## config.mk

```make
export PLATFORM = sky130hd
export DESIGN_NAME = reg_file_sb
export DESIGN_NICKNAME = d
export VERILOG_FILES = /design/src/rtl/reg_file_pkg.sv /design/src/rtl/reg_scoreboard.sv /design/src/rtl/reg_file_sb.sv
export SDC_FILE = /design/constraint.sdc
export NUM_CORES = 2
export LEC_CHECK = 0
export ABC_CLOCK_PERIOD_IN_PS = 2800
export BUFFER_PORTS_ARGS = -buffer_cell sky130_fd_sc_hd__buf_4
export CAP_MARGIN = 20
export CORE_ASPECT_RATIO = 1.5
export CORE_MARGIN = 2
export CORE_UTILIZATION = 60
export DETAILED_ROUTE_END_ITERATION = 8
export PLACE_DENSITY = 0.78
export SYNTH_ARGS = -nofsm -noshare
export SYNTH_HDL_FRONTEND = slang
export SYNTH_SLANG_ARGS = --single-unit
```

## constraint.sdc

```tcl
create_clock -name clk -period 2.8 [get_ports clk]
set_input_delay 0.42 -clock clk [delete_from_list [all_inputs] [get_ports clk]]
set_output_delay 0.42 -clock clk [all_outputs]
set_load 0.005 [all_outputs]
```

## src/rtl/reg_file_pkg.sv

```systemverilog
// rtl/reg_file_pkg.sv - shared constants and types for the reg_file_sb register file
//
// Purpose: default geometry of the RV32IM integer register file and the
//          word/address types used by the register file and its scoreboard.
// Ports:   none (package).
package reg_file_pkg;

  localparam int XLEN_DEF    = 32;
  localparam int ADDR_W_DEF  = 5;
  localparam int REGFILE_DEF = 32;

  typedef logic [XLEN_DEF-1:0]   word_t;
  typedef logic [ADDR_W_DEF-1:0] reg_addr_t;

  localparam reg_addr_t ZERO_REG = '0;

endpackage

```

## src/rtl/reg_scoreboard.sv

```systemverilog
// rtl/reg_scoreboard.sv - per-register busy bits with claim, writeback release and flush
//
// Purpose: tracks which architectural registers have a write in flight.
//          A claim sets a busy bit, a write releases it, flush clears all.
// Ports:
//   clk, n_reset          clock, asynchronous active-low reset
//   rd_addr  [NRD*ADDR_W] lookup addresses, port i at [i*ADDR_W +: ADDR_W]
//   rd_busy  [NRD]        busy bit of each looked-up register (x0 always 0)
//   we       [NWR]        write enables of the writeback ports
//   wr_addr  [NWR*ADDR_W] writeback addresses
//   claim_valid/addr      issue-stage claim request
//   claim_ok              claim accepted this cycle (combinational)
//   flush                 clear every busy bit at the next edge
module reg_scoreboard
  import reg_file_pkg::*;
#(
  parameter int ADDR_W  = ADDR_W_DEF,
  parameter int REGFILE = REGFILE_DEF,
  parameter int NRD     = 2,
  parameter int NWR     = 1
) (
  input  logic                  clk,
  input  logic                  n_reset,
  input  logic [NRD*ADDR_W-1:0] rd_addr,
  output logic [NRD-1:0]        rd_busy,
  input  logic [NWR-1:0]        we,
  input  logic [NWR*ADDR_W-1:0] wr_addr,
  input  logic                  claim_valid,
  input  logic [ADDR_W-1:0]     claim_addr,
  output logic                  claim_ok,
  input  logic                  flush
);

  localparam logic [ADDR_W:0] LIMIT = (ADDR_W+1)'(REGFILE);

  logic [REGFILE-1:0] busy;

  // Non-zero and inside the implemented register range.
  function automatic logic valid_reg(input logic [ADDR_W-1:0] a);
    return (a != '0) && ({1'b0, a} < LIMIT);
  endfunction

  always_comb begin
    rd_busy = '0;
    for (int i = 0; i < NRD; i++) begin
      if (valid_reg(rd_addr[i*ADDR_W +: ADDR_W]))
        rd_busy[i] = busy[rd_addr[i*ADDR_W +: ADDR_W]];
    end
  end

  assign claim_ok = claim_valid && valid_reg(claim_addr) && !busy[claim_addr] && !flush;

  // Clears are applied first so a claim to the register being written back
  // in the same cycle leaves it busy. Flush takes priority over everything;
  // claim_ok is already low during flush.
  always_ff @(posedge clk or negedge n_reset) begin
    if (!n_reset) begin
      busy <= '0;
    end else if (flush) begin
      busy <= '0;
    end else begin
      for (int j = 0; j < NWR; j++) begin
        if (we[j] && valid_reg(wr_addr[j*ADDR_W +: ADDR_W]))
          busy[wr_addr[j*ADDR_W +: ADDR_W]] <= 1'b0;
      end
      if (claim_ok)
        busy[claim_addr] <= 1'b1;
    end
  end

endmodule

```

## src/rtl/reg_file_sb.sv

```systemverilog
// rtl/reg_file_sb.sv - multi-port integer register file with integrated scoreboard
//
// Purpose: RV32IM register file, x0 hardwired to zero, combinational reads
//          returning data plus pending-write status for hazard detection.
// Config:  define REGFILE_BYPASS_EN for same-cycle write-to-read forwarding;
//          without it reads are read-before-write.
// Ports:
//   clk, n_reset          clock, asynchronous active-low reset
//   rs_addr  [NRD*ADDR_W] read addresses, port i at [i*ADDR_W +: ADDR_W]
//   rs_data  [NRD*XLEN]   read data, port i at [i*XLEN +: XLEN]
//   rs_busy  [NRD]        addressed register has a pending write
//   we       [NWR]        write enables (higher index wins on conflict)
//   wr_addr  [NWR*ADDR_W] write addresses
//   wr_data  [NWR*XLEN]   write data
//   claim_valid/addr      issue stage claims a destination register
//   claim_ok              claim accepted this cycle (combinational)
//   flush                 clear all busy bits at the next edge
module reg_file_sb
  import reg_file_pkg::*;
#(
  parameter int ADDR_W  = ADDR_W_DEF,
  parameter int XLEN    = XLEN_DEF,
  parameter int REGFILE = REGFILE_DEF,
  parameter int NRD     = 2,
  parameter int NWR     = 1
) (
  input  logic                  clk,
  input  logic                  n_reset,
  input  logic [NRD*ADDR_W-1:0] rs_addr,
  output logic [NRD*XLEN-1:0]   rs_data,
  output logic [NRD-1:0]        rs_busy,
  input  logic [NWR-1:0]        we,
  input  logic [NWR*ADDR_W-1:0] wr_addr,
  input  logic [NWR*XLEN-1:0]   wr_data,
  input  logic                  claim_valid,
  input  logic [ADDR_W-1:0]     claim_addr,
  output logic                  claim_ok,
  input  logic                  flush
);

  localparam logic [ADDR_W:0] LIMIT = (ADDR_W+1)'(REGFILE);

  logic [XLEN-1:0] regs [REGFILE];
  logic [NRD-1:0]  sb_busy;

  function automatic logic valid_reg(input logic [ADDR_W-1:0] a);
    return (a != '0) && ({1'b0, a} < LIMIT);
  endfunction

  reg_scoreboard #(
    .ADDR_W  (ADDR_W),
    .REGFILE (REGFILE),
    .NRD     (NRD),
    .NWR     (NWR)
  ) u_scoreboard (
    .clk         (clk),
    .n_reset     (n_reset),
    .rd_addr     (rs_addr),
    .rd_busy     (sb_busy),
    .we          (we),
    .wr_addr     (wr_addr),
    .claim_valid (claim_valid),
    .claim_addr  (claim_addr),
    .claim_ok    (claim_ok),
    .flush       (flush)
  );

  // Ports are walked in ascending order so the highest-indexed writer wins.
  always_ff @(posedge clk or negedge n_reset) begin
    if (!n_reset) begin
      for (int k = 0; k < REGFILE; k++)
        regs[k] <= '0;
    end else begin
      for (int j = 0; j < NWR; j++) begin
        if (we[j] && valid_reg(wr_addr[j*ADDR_W +: ADDR_W]))
          regs[wr_addr[j*ADDR_W +: ADDR_W]] <= wr_data[j*XLEN +: XLEN];
      end
    end
  end

  always_comb begin
    logic [ADDR_W-1:0] a;
    a       = '0;
    rs_data = '0;
    rs_busy = '0;
    for (int i = 0; i < NRD; i++) begin
      a = rs_addr[i*ADDR_W +: ADDR_W];
      if (valid_reg(a))
        rs_data[i*XLEN +: XLEN] = regs[a];
      rs_busy[i] = sb_busy[i];
`ifdef REGFILE_BYPASS_EN
      // A matching write forwards its data and hides the busy bit it is
      // about to release, unless a claim re-owns the register this cycle.
      for (int j = 0; j < NWR; j++) begin
        if (we[j] && valid_reg(a) && (wr_addr[j*ADDR_W +: ADDR_W] == a)) begin
          rs_data[i*XLEN +: XLEN] = wr_data[j*XLEN +: XLEN];
          rs_busy[i]              = claim_ok && (claim_addr == a);
        end
      end
`endif
    end
  end

endmodule

```

==> flow_summary.ini <==
[status]
status = finished, violations left
violations = negative setup slack

[floorplanning]
num_io_pins = 124
die_y_um = 378
die_w_um = 254
coreArea_um2 = 92700
die_area_um2 = 96000
initial_core_util_pct = 60.5
rows = 137

[sta]
finalClockSkew_ns = 0.0123
fin_crit_sh_pct = 111
setup_tns_ns = -0.558
relSlewSlack_pct = 52.3
rsz0062_at_grt = yes
worstMarginPinSlew_ns = 0.716
layout_setup_ws_ns = -0.301
period_minus_slack_ns = 3.10
max_freq_ghz = 0.322
setup_viol = 5
slew_violations = 0
hold_violations = 0

[route]
viasPerCell = 7.28
drc = 0
avgRoutedWirePerCell_um = 33.7
drtPass1Iterations = 8
drt-total-wl_mm = 177
initialDrtViolationCount = 3806
ant_nets = 0
vias = 38312

[final_layout]
final_nets = 3978
postLayoutCoreUtil_pct = 70.3
final_cell_mix = mux2_2 (1127), dfrtp_1 (1056), mux4_2 (433)
final_common_cell = mux2_2
area_growth_pct = 16.3
drive_gt1_share_pct = 58.7
stdcell_count = 5260

[setup_path]
worst_setup_path_end_kind = output port
arrival_ns = 2.68
critical_path_class = reg -> out
rr_startpoint = u_scoreboard.busy[26]
crit_path_max_fanout = 2
required_ns = 2.38
cp-start-kind = flip-flop
crit_start = u_scoreboard.busy[26]

[synthesis]
synthDistinctLibCells = 50
ys_ff_latch = 1056
synth_edf_count = 0
syn_nets = 3844
syn_avg_cell_area_um2 = 14.8
yosysSeqAreaShare_pct = 47.1
synthFlopType = dfrtp_1
synth_cells = 3787
async_flop_share_pct = 100
yosys_warnings = 0
syn_area_um2 = 56100

[pwr]
clockPowerShare_pct = 33.3
power_frac_seq_pct = 45.2
ir_worst_vdd_mv = 0.598
netSwitchingPower_mw = 12.2
power-per-cell-area_nw_per_um2 = 686
power_frac_comb_pct = 21.5
p_sw_share_pct = 27.2
power.internal_mw = 32.6
power_leakage_nw = 28.5

[placement]
place.gp.congestion = 0.866
hpwlAfterDp_mm = 106
dp_cells = 5026
port_buffers = 123

[global_routing]
grt_pass1_vias = 40178
track_usage_pct = 37.7
grt_max_degree = 127
antenna_found_initial = 7
grt_overflow_total = 0
grt_pass1_wl_mm = 262

[clock_network]
cts_made_buffers = 102
cts_sinks = 1056
cts_tree = yes
cts_buffer_depth = 3
clk_pin_slew_ns = 0.06
h-tree-depth = 3
clk_latency_ns = 0.71
clock-root-buffer = clkbuf_16

[min_path]
min_path_type = in -> reg
min-delay-start = claim_addr[3]

[job]
max_cap_violations = 0
[area by class of cell]
type	instances	area [um2]
Multi-Input combinational cell	2282	28500
Fill cell	5989	27500
Sequential cell	1056	26400
Timing Repair Buffer	473	5120
Clock buffer	152	3100
Tap cell	1251	1570
Clock inverter	35	487
Inverter	6	22.5
Antenna cell	5	12.5
[registers in the layout, summed over array words and instances (netlist names)]
name and flops:
u_scoreboard.busy 32, regs 1024
[worst paths after layout]
check | endpoint | slack (ns) | cells past startpoint
min in group asynchronous | u_scoreboard.busy[31] | 0.19 | 2
hold reg to reg | regs[1010] | 0.38 | 0
setup reg to reg | u_scoreboard.busy[30] | 0.03 | 11
setup / recovery | claim_ok | -0.30 | 7
max in group asynchronous | regs[16] | 1.51 | 3
hold / removal | u_scoreboard.busy[28] | 0.08 | 3
[worst max-delay path, cell delays in order, from the launching register on]
cell and delay [ns]:
dfrtp_1 0.39, mux4_2 0.47, a211o_1 0.31, a21oi_2 0.19, nand2_2 0.11, nor4b_4 0.26, buf_4 0.16, buf_6 0.08
[timing repair]
action,4_1_cts,5_1_grt
setup buffers,31,20
endpoints found under the setup margin,46,59
hold endpoints to repair,131,0
gates resized for setup,82,47
cloned,0,0
hold buffers,1,0
pin swaps,40,24
[synthesized netlist by cell type (2+ instances only)]
cell type / instances / area (um2)
or3b_2: 12 / 105
nor2_1: 56 / 210
o32ai_1: 7 / 61.3
nor4_1: 2 / 12.5
o31ai_1: 12 / 90.1
mux4_2: 433 / 9750
nand3_1: 9 / 45.0
nand2b_1: 12 / 75.1
mux2i_1: 139 / 1390
nand4_1: 4 / 25.0
o2111ai_1: 5 / 43.8
or3_1: 12 / 75.1
nand3b_1: 19 / 143
nor3_1: 7 / 35.0
nand2_1: 35 / 131
dfrtp_1: 1056 / 26400
nor2b_1: 11 / 68.8
o21ai_0: 37 / 185
buf_1: 45 / 169
a22o_1: 31 / 272
o221ai_1: 58 / 508
clkbuf_1: 287 / 1080
buf_6: 3 / 33.8
buf_4: 19 / 143
buf_2: 89 / 445
mux2_2: 1129 / 12700
or2_2: 3 / 18.8
o41ai_1: 3 / 26.3
a211o_1: 28 / 245
and3_1: 2 / 12.5
a211oi_1: 8 / 60.1
nand4b_1: 2 / 17.5
a31oi_1: 3 / 18.8
a22oi_1: 47 / 353
a221o_1: 33 / 330
o22ai_1: 62 / 388
and2_0: 2 / 12.5
a21oi_1: 48 / 240
inv_1: 6 / 22.5
[logic make-up after synthesis]
kind of cell    count (synthesis)  share of synthesized area, %
compound gates                387                          5.11
buf+inv                       449                          3.37
flops                        1056                          47.1
mux                          1701                          42.5
simple gates                  194                          1.85
[power by group through the flow]
stage / clock [mW] / sequential (mW) / combinational [mW]
final: 14.9 / 20.2 / 9.64
after global routing: 15.5 / 20.5 / 10.2
after CTS: 15.0 / 20.1 / 9.47
after detailed placement: 0 / 20.4 / 9.18
after global placement: 0 / 20.1 / 8.93
after floorplan: 0 / 19.6 / 6.65
[metal layers]
layer	up-vias	wire length, um	track usage, %
li1	14959	-	-
met1	20409	63100	46.8
met2	2233	85400	60.3
met3	707	15200	7.29
met4	4	13700	25.5
met5	-	23	0
[through the flow]
stage	hold WS (ns)	power, mW	setup WS [ns]	instance area (um2)
finish	0.0801	44.7	-0.301	65200
global route	0.0947	46.2	-0.314	65200
CTS	0.0443	44.5	-0.214	64800
detailed placement	0.333	29.5	-0.0834	60700
global placement	0.332	29.0	-0.0820	60700
floorplan	0.124	26.3	0.287	56100
No activity file was read; power rests on OpenSTA's default activity.
